==> config.mk <==
export PLATFORM = sky130hd
export DESIGN_NAME = mem_arbiter_2to1
export DESIGN_NICKNAME = d
export VERILOG_FILES = /design/src/rtl/mem_arbiter_2to1.sv
export SDC_FILE = /design/constraint.sdc
export NUM_CORES = 1
export LEC_CHECK = 0
export CAP_MARGIN = 20
export CORE_AREA = 10 10 325 327
export CTS_CLUSTER_SIZE = 16
export DETAILED_ROUTE_END_ITERATION = 7
export DIE_AREA = 0 0 335 337
export GPL_TIMING_DRIVEN = 0
export HOLD_SLACK_MARGIN = 0.1
export PLACE_DENSITY = 0.47
export SLEW_MARGIN = 20
export SYNTH_ARGS = -nofsm -noshare
export SYNTH_HDL_FRONTEND = slang
export SYNTH_SLANG_ARGS = --single-unit
==> constraint.sdc <==
create_clock -name clk -period 2.7 [get_ports clk]
set_input_delay 0.81 -clock clk [delete_from_list [all_inputs] [get_ports clk]]
set_output_delay 0.81 -clock clk [all_outputs]
set_load 0.02 [all_outputs]
==> src/rtl/mem_arbiter_2to1.sv <==
// Two-master round-robin arbiter sharing one block-memory port, with a sticky
// watchdog that flags memory transactions that never complete.
module mem_arbiter_2to1 #(
  parameter int unsigned ADDR_W  = 28,
  parameter int unsigned DATA_W  = 128,
  parameter int unsigned TIMEOUT = 1023
) (
  input  logic              clk,
  input  logic              proc_reset,
  // Port A (I-side)
  input  logic              a_read,
  input  logic              a_write,
  input  logic [ADDR_W-1:0] a_addr,
  input  logic [DATA_W-1:0] a_wdata,
  output logic [DATA_W-1:0] a_rdata,
  output logic              a_ready,
  // Port B (D-side)
  input  logic              b_read,
  input  logic              b_write,
  input  logic [ADDR_W-1:0] b_addr,
  input  logic [DATA_W-1:0] b_wdata,
  output logic [DATA_W-1:0] b_rdata,
  output logic              b_ready,
  // Shared memory port
  output logic              mem_read,
  output logic              mem_write,
  output logic [ADDR_W-1:0] mem_addr,
  output logic [DATA_W-1:0] mem_wdata,
  input  logic [DATA_W-1:0] mem_rdata,
  input  logic              mem_ready,
  output logic              err_timeout
);

  localparam int unsigned CntW = (TIMEOUT > 0) ? $clog2(TIMEOUT + 1) : 1;
  localparam logic [CntW-1:0] TimeoutCnt = CntW'(TIMEOUT);

  typedef enum logic [1:0] {StIdle, StBusy, StResp, StGap} state_e;

  state_e            state_q;
  logic              last_b_q;   // 1: last completed grant went to B
  logic              grant_b_q;  // 1: current grant is B
  logic [CntW-1:0]   wd_cnt_q;

  logic              req_a, req_b, pick_b;
  logic              sel_read, sel_write;
  logic [ADDR_W-1:0] sel_addr;
  logic [DATA_W-1:0] sel_wdata;

  always_comb begin
    req_a     = a_read | a_write;
    req_b     = b_read | b_write;
    pick_b    = req_b & (~req_a | ~last_b_q);
    sel_write = pick_b ? b_write : a_write;
    sel_read  = (pick_b ? b_read : a_read) & ~sel_write;
    sel_addr  = pick_b ? b_addr : a_addr;
    sel_wdata = pick_b ? b_wdata : a_wdata;
  end

  always_ff @(posedge clk) begin
    if (proc_reset) begin
      state_q     <= StIdle;
      last_b_q    <= 1'b1;
      grant_b_q   <= 1'b0;
      wd_cnt_q    <= '0;
      mem_read    <= 1'b0;
      mem_write   <= 1'b0;
      mem_addr    <= '0;
      mem_wdata   <= '0;
      a_rdata     <= '0;
      b_rdata     <= '0;
      a_ready     <= 1'b0;
      b_ready     <= 1'b0;
      err_timeout <= 1'b0;
    end else begin
      a_ready <= 1'b0;
      b_ready <= 1'b0;
      unique case (state_q)
        StIdle: begin
          if (req_a || req_b) begin
            grant_b_q <= pick_b;
            mem_read  <= sel_read;
            mem_write <= sel_write;
            mem_addr  <= sel_addr;
            mem_wdata <= sel_wdata;
            wd_cnt_q  <= '0;
            state_q   <= StBusy;
          end
        end
        StBusy: begin
          if (wd_cnt_q != TimeoutCnt) begin
            wd_cnt_q <= wd_cnt_q + 1'b1;
            if ((TIMEOUT != 0) && (wd_cnt_q + 1'b1 == TimeoutCnt)) err_timeout <= 1'b1;
          end
          if (mem_ready) begin
            // rdata is captured on writes too; the master ignores it then
            if (grant_b_q) begin
              b_rdata <= mem_rdata;
              b_ready <= 1'b1;
            end else begin
              a_rdata <= mem_rdata;
              a_ready <= 1'b1;
            end
            mem_read  <= 1'b0;
            mem_write <= 1'b0;
            last_b_q  <= grant_b_q;
            state_q   <= StResp;
          end
        end
        StResp: state_q <= StGap;
        // Dead cycle so a master that registers ready cannot re-issue its stale request
        StGap:  state_q <= StIdle;
      endcase
    end
  end

endmodule

==> impl_metrics.yaml <==
timing:
  timing.slew.headroom_pct: 32.4
  hold_viol_final: 0
  worstMarginPinSlew_ns: 1.01
  period_needed_ns: 2.70
  max_freq_mhz: 370
  hold_slack_ns: 0.452
  finClkSkew_ns: 0.0215
  setup_ws_ns: -0.000765
  timing.final.crit_share_pct: 100
  drv_slew: 0
  finalSetupViolCount: 1
worst_setup_path:
  cpMaxStageDelayCell: "mux2i_1"
  setup.worst_path.start_class: "primary input"
  cp-startpoint: "a_write"
  crit_type: "primary input to flop"
  crit_path_max_incr_delay_ns: 0.52
  cp_max_fo: 10
  path_common_cell: "buf_4"
  worstPathArrival_ns: 3.20
  required_ns: 3.19
  critPathTopFamily: "buffers and inverters"
  crit_path_end_kind: "flop"
  cp_cell_sequence: "clkdlybuf4s50_1 -> o21ai_0 -> o21a_2 -> buf_2 -> buf_4 -> buf_4 -> mux2i_1 -> a211oi_1"
  r2r-start: "state_q[1]"
  crit_buf_inv: 4
cells_and_area:
  n_antenna_cell: 0
  layout_commonest_cell: "clkdlybuf4s50_1"
  final_layout_size_suffix_gt1_share_pct: 7.22
  nets: 3042
  area_growth_pct: 76.2
  design_area_um2: 28200
  layout_common_cells: "854 x clkdlybuf4s50_1, 431 x dfxtp_1, 275 x nand2_1"
route:
  drt_wl_total_mm: 96.6
  first_iter_violations: 836
  drtAntennaViolNets: 0
  drt_pass1_iterations: 5
  drcViolationCount: 0
  vias: 16056
  drt-vias-per-instance: 4.08
  routedWlPerCell_um: 24.6
status:
  violations: "setup timing"
  status: "finished with violations"
clock_network:
  cts.hold.buffers_added: 0
  tritoncts: "done"
  clock-sinks: 431
  clk_pin_slew_ns: 0.06
  ctsResizeCount: 31
  cts_max_level: 2
  cts_buffer_depth: 3
  post_cts_buffers: 0
  cts_root_buf: "clkbuf_16"
  numCtsBuffers: 52
  insertion_delay_ns: 0.63
worst_hold_path:
  hold_class: "flop to flop"
  hold_start: "a_rdata[108]"
logic_synthesis:
  ys_seq_elements: 431
  yosys.area.top_type: "dfxtp_1"
  synth-edff-count: 0
  synthCells: 1673
  ys_async_sr_fraction_pct: 0
  synth_seq_area_share_pct: 53.8
  ys.flop_type: "dfxtp_1"
  synth_area_um2: 16000
  yosysWarnings: 0
  syn_avg_cell_area_um2: 9.58
  syn-num-nets: 2125
  synth_area_leaders: "dfxtp_1 54%, mux2i_1 9.8%, a211oi_1 7.4%"
  ys_types: 45
  synth_top_area_share_pct: 53.8
placed_design:
  place_area_um2: 26300
  dp_hpwl_mm: 80.7
  io_buffers: 862
  gp_congestion: 0.814
floorplan:
  die_x_um: 335
  rows: 116
  io_pins: 864
  coreArea_um2: 99300
  start_util_pct: 16.1
  die-height_um: 337
  dieArea_um2: 113000
pwr:
  peakVddDrop_mv: 0.559
  p_sw_share_pct: 37.5
  switching_power_mw: 9.73
  p_clk_share_pct: 29.5
  pwr-share-comb_pct: 38.5
  leakagePower_nw: 10.3
  power_frac_seq_pct: 32.0
  power.internal_mw: 16.2
  pwr_density_cell_nw_per_um2: 918
global_routing:
  grt_pass1_vias: 16394
  grt_pass1_wl_mm: 130
  antenna_found_initial: 10
  grtUsageTotal_pct: 16.0
  grt_max_degree: 15
  overflow: 0
job:
  cap_violations: 0
-- routing by layer --
metal | share of wire [%] | GRT usage [%] | wire, um
met3 | 7.7 | 4.74 | 7400
met2 | 51 | 29.2 | 49200
met4 | 1.6 | 2.93 | 1590
met5 | 0 | 0 | 0
met1 | 40 | 18.4 | 38400
-- per-stage QoR --
stage	power (mW)	cells	util [%]	setup TNS, ns	setup slack (ns)
5_1_grt	27.2	3931	28.5	-0.00338	-0.00338
2_1_floorplan	13.1	1673	-	0	0.636
3_3_place_gp	18.6	3833	26.5	-300.62	-1.05
3_5_place_dp	18.6	3834	26.5	-307.04	-1.00
6_report	25.9	3931	28.5	-0.000765	-0.000765
4_1_cts	26.4	3931	28.4	0	0.00503
-- cell usage after synthesis, types with 2 or more instances --
master,instances
dfxtp_1,431
a21oi_1,141
a31oi_1,6
and3_1,2
mux2i_1,157
or4_1,3
o21ai_0,9
clkbuf_4,2
or3_1,2
inv_1,8
nand3_1,4
nand2_1,275
nand2b_1,2
buf_4,4
nor4_1,2
clkbuf_1,81
buf_6,2
nor3b_1,3
a22o_1,128
nor2_1,170
nor2b_1,2
ha_1,5
buf_2,54
a211oi_1,157
xor2_1,3
-- flip-flops by register name, indices dropped and copies added (netlist names) --
| register | flops |
|---|---|
| mem_read | 1 |
| mem_write | 1 |
| mem_wdata | 128 |
| b_rdata | 128 |
| state_q | 2 |
| err_timeout | 1 |
| grant_b_q | 1 |
| mem_addr | 28 |
| a_ready | 1 |
| wd_cnt_q | 10 |
| a_rdata | 128 |
| b_ready | 1 |
| last_b_q | 1 |
-- kinds of logic after synthesis --
kind of cell / synth area share [%]
flip-flops: 53.8
adder cells (fa/ha/maj): 0.390
buffers and inverters: 4.29
XOR/XNOR: 0.219
AND/OR/NAND/NOR: 11.8
multiplexers: 9.80
AO/OA/AOI/OAI: 19.7
-- power groups by stage --
stage | Sequential [mW] | Clock, mW | Combinational (mW)
4_1_cts | 8.30 | 7.88 | 10.2
3_3_place_gp | 8.39 | 0 | 10.2
3_5_place_dp | 8.43 | 0 | 10.2
5_1_grt | 8.45 | 8.13 | 10.6
2_1_floorplan | 9.82 | 0 | 3.25
6_report | 8.29 | 7.65 | 9.99
-- worst min-delay path: cells and delay by family (launching register included) --
family,cells,cell delay (ns)
compound gates,1,0.05
simple gates,1,0.05
flops,1,0.30
-- layout make-up --
type / instances / area (um2)
plain buffers: 145 / 697
multi-input cells: 1089 / 6760
fillers: 10736 / 71000
clock buffers: 70 / 1540
repair buffers: 863 / 8640
flip-flops and latches: 431 / 8630
inverters: 8 / 30.0
clock inverters: 27 / 328
well taps: 1298 / 1620
-- worst paths after layout --
path / end / slack (ns) / cells past startpoint
worst max register to register: b_rdata[79] / 0.15 / 6
worst max-delay path: mem_wdata[34] / -0.0008 / 8
worst min register to register: a_rdata[108] / 0.45 / 2
worst min-delay path: a_rdata[108] / 0.45 / 2
(Power assumes the default switching activity.)
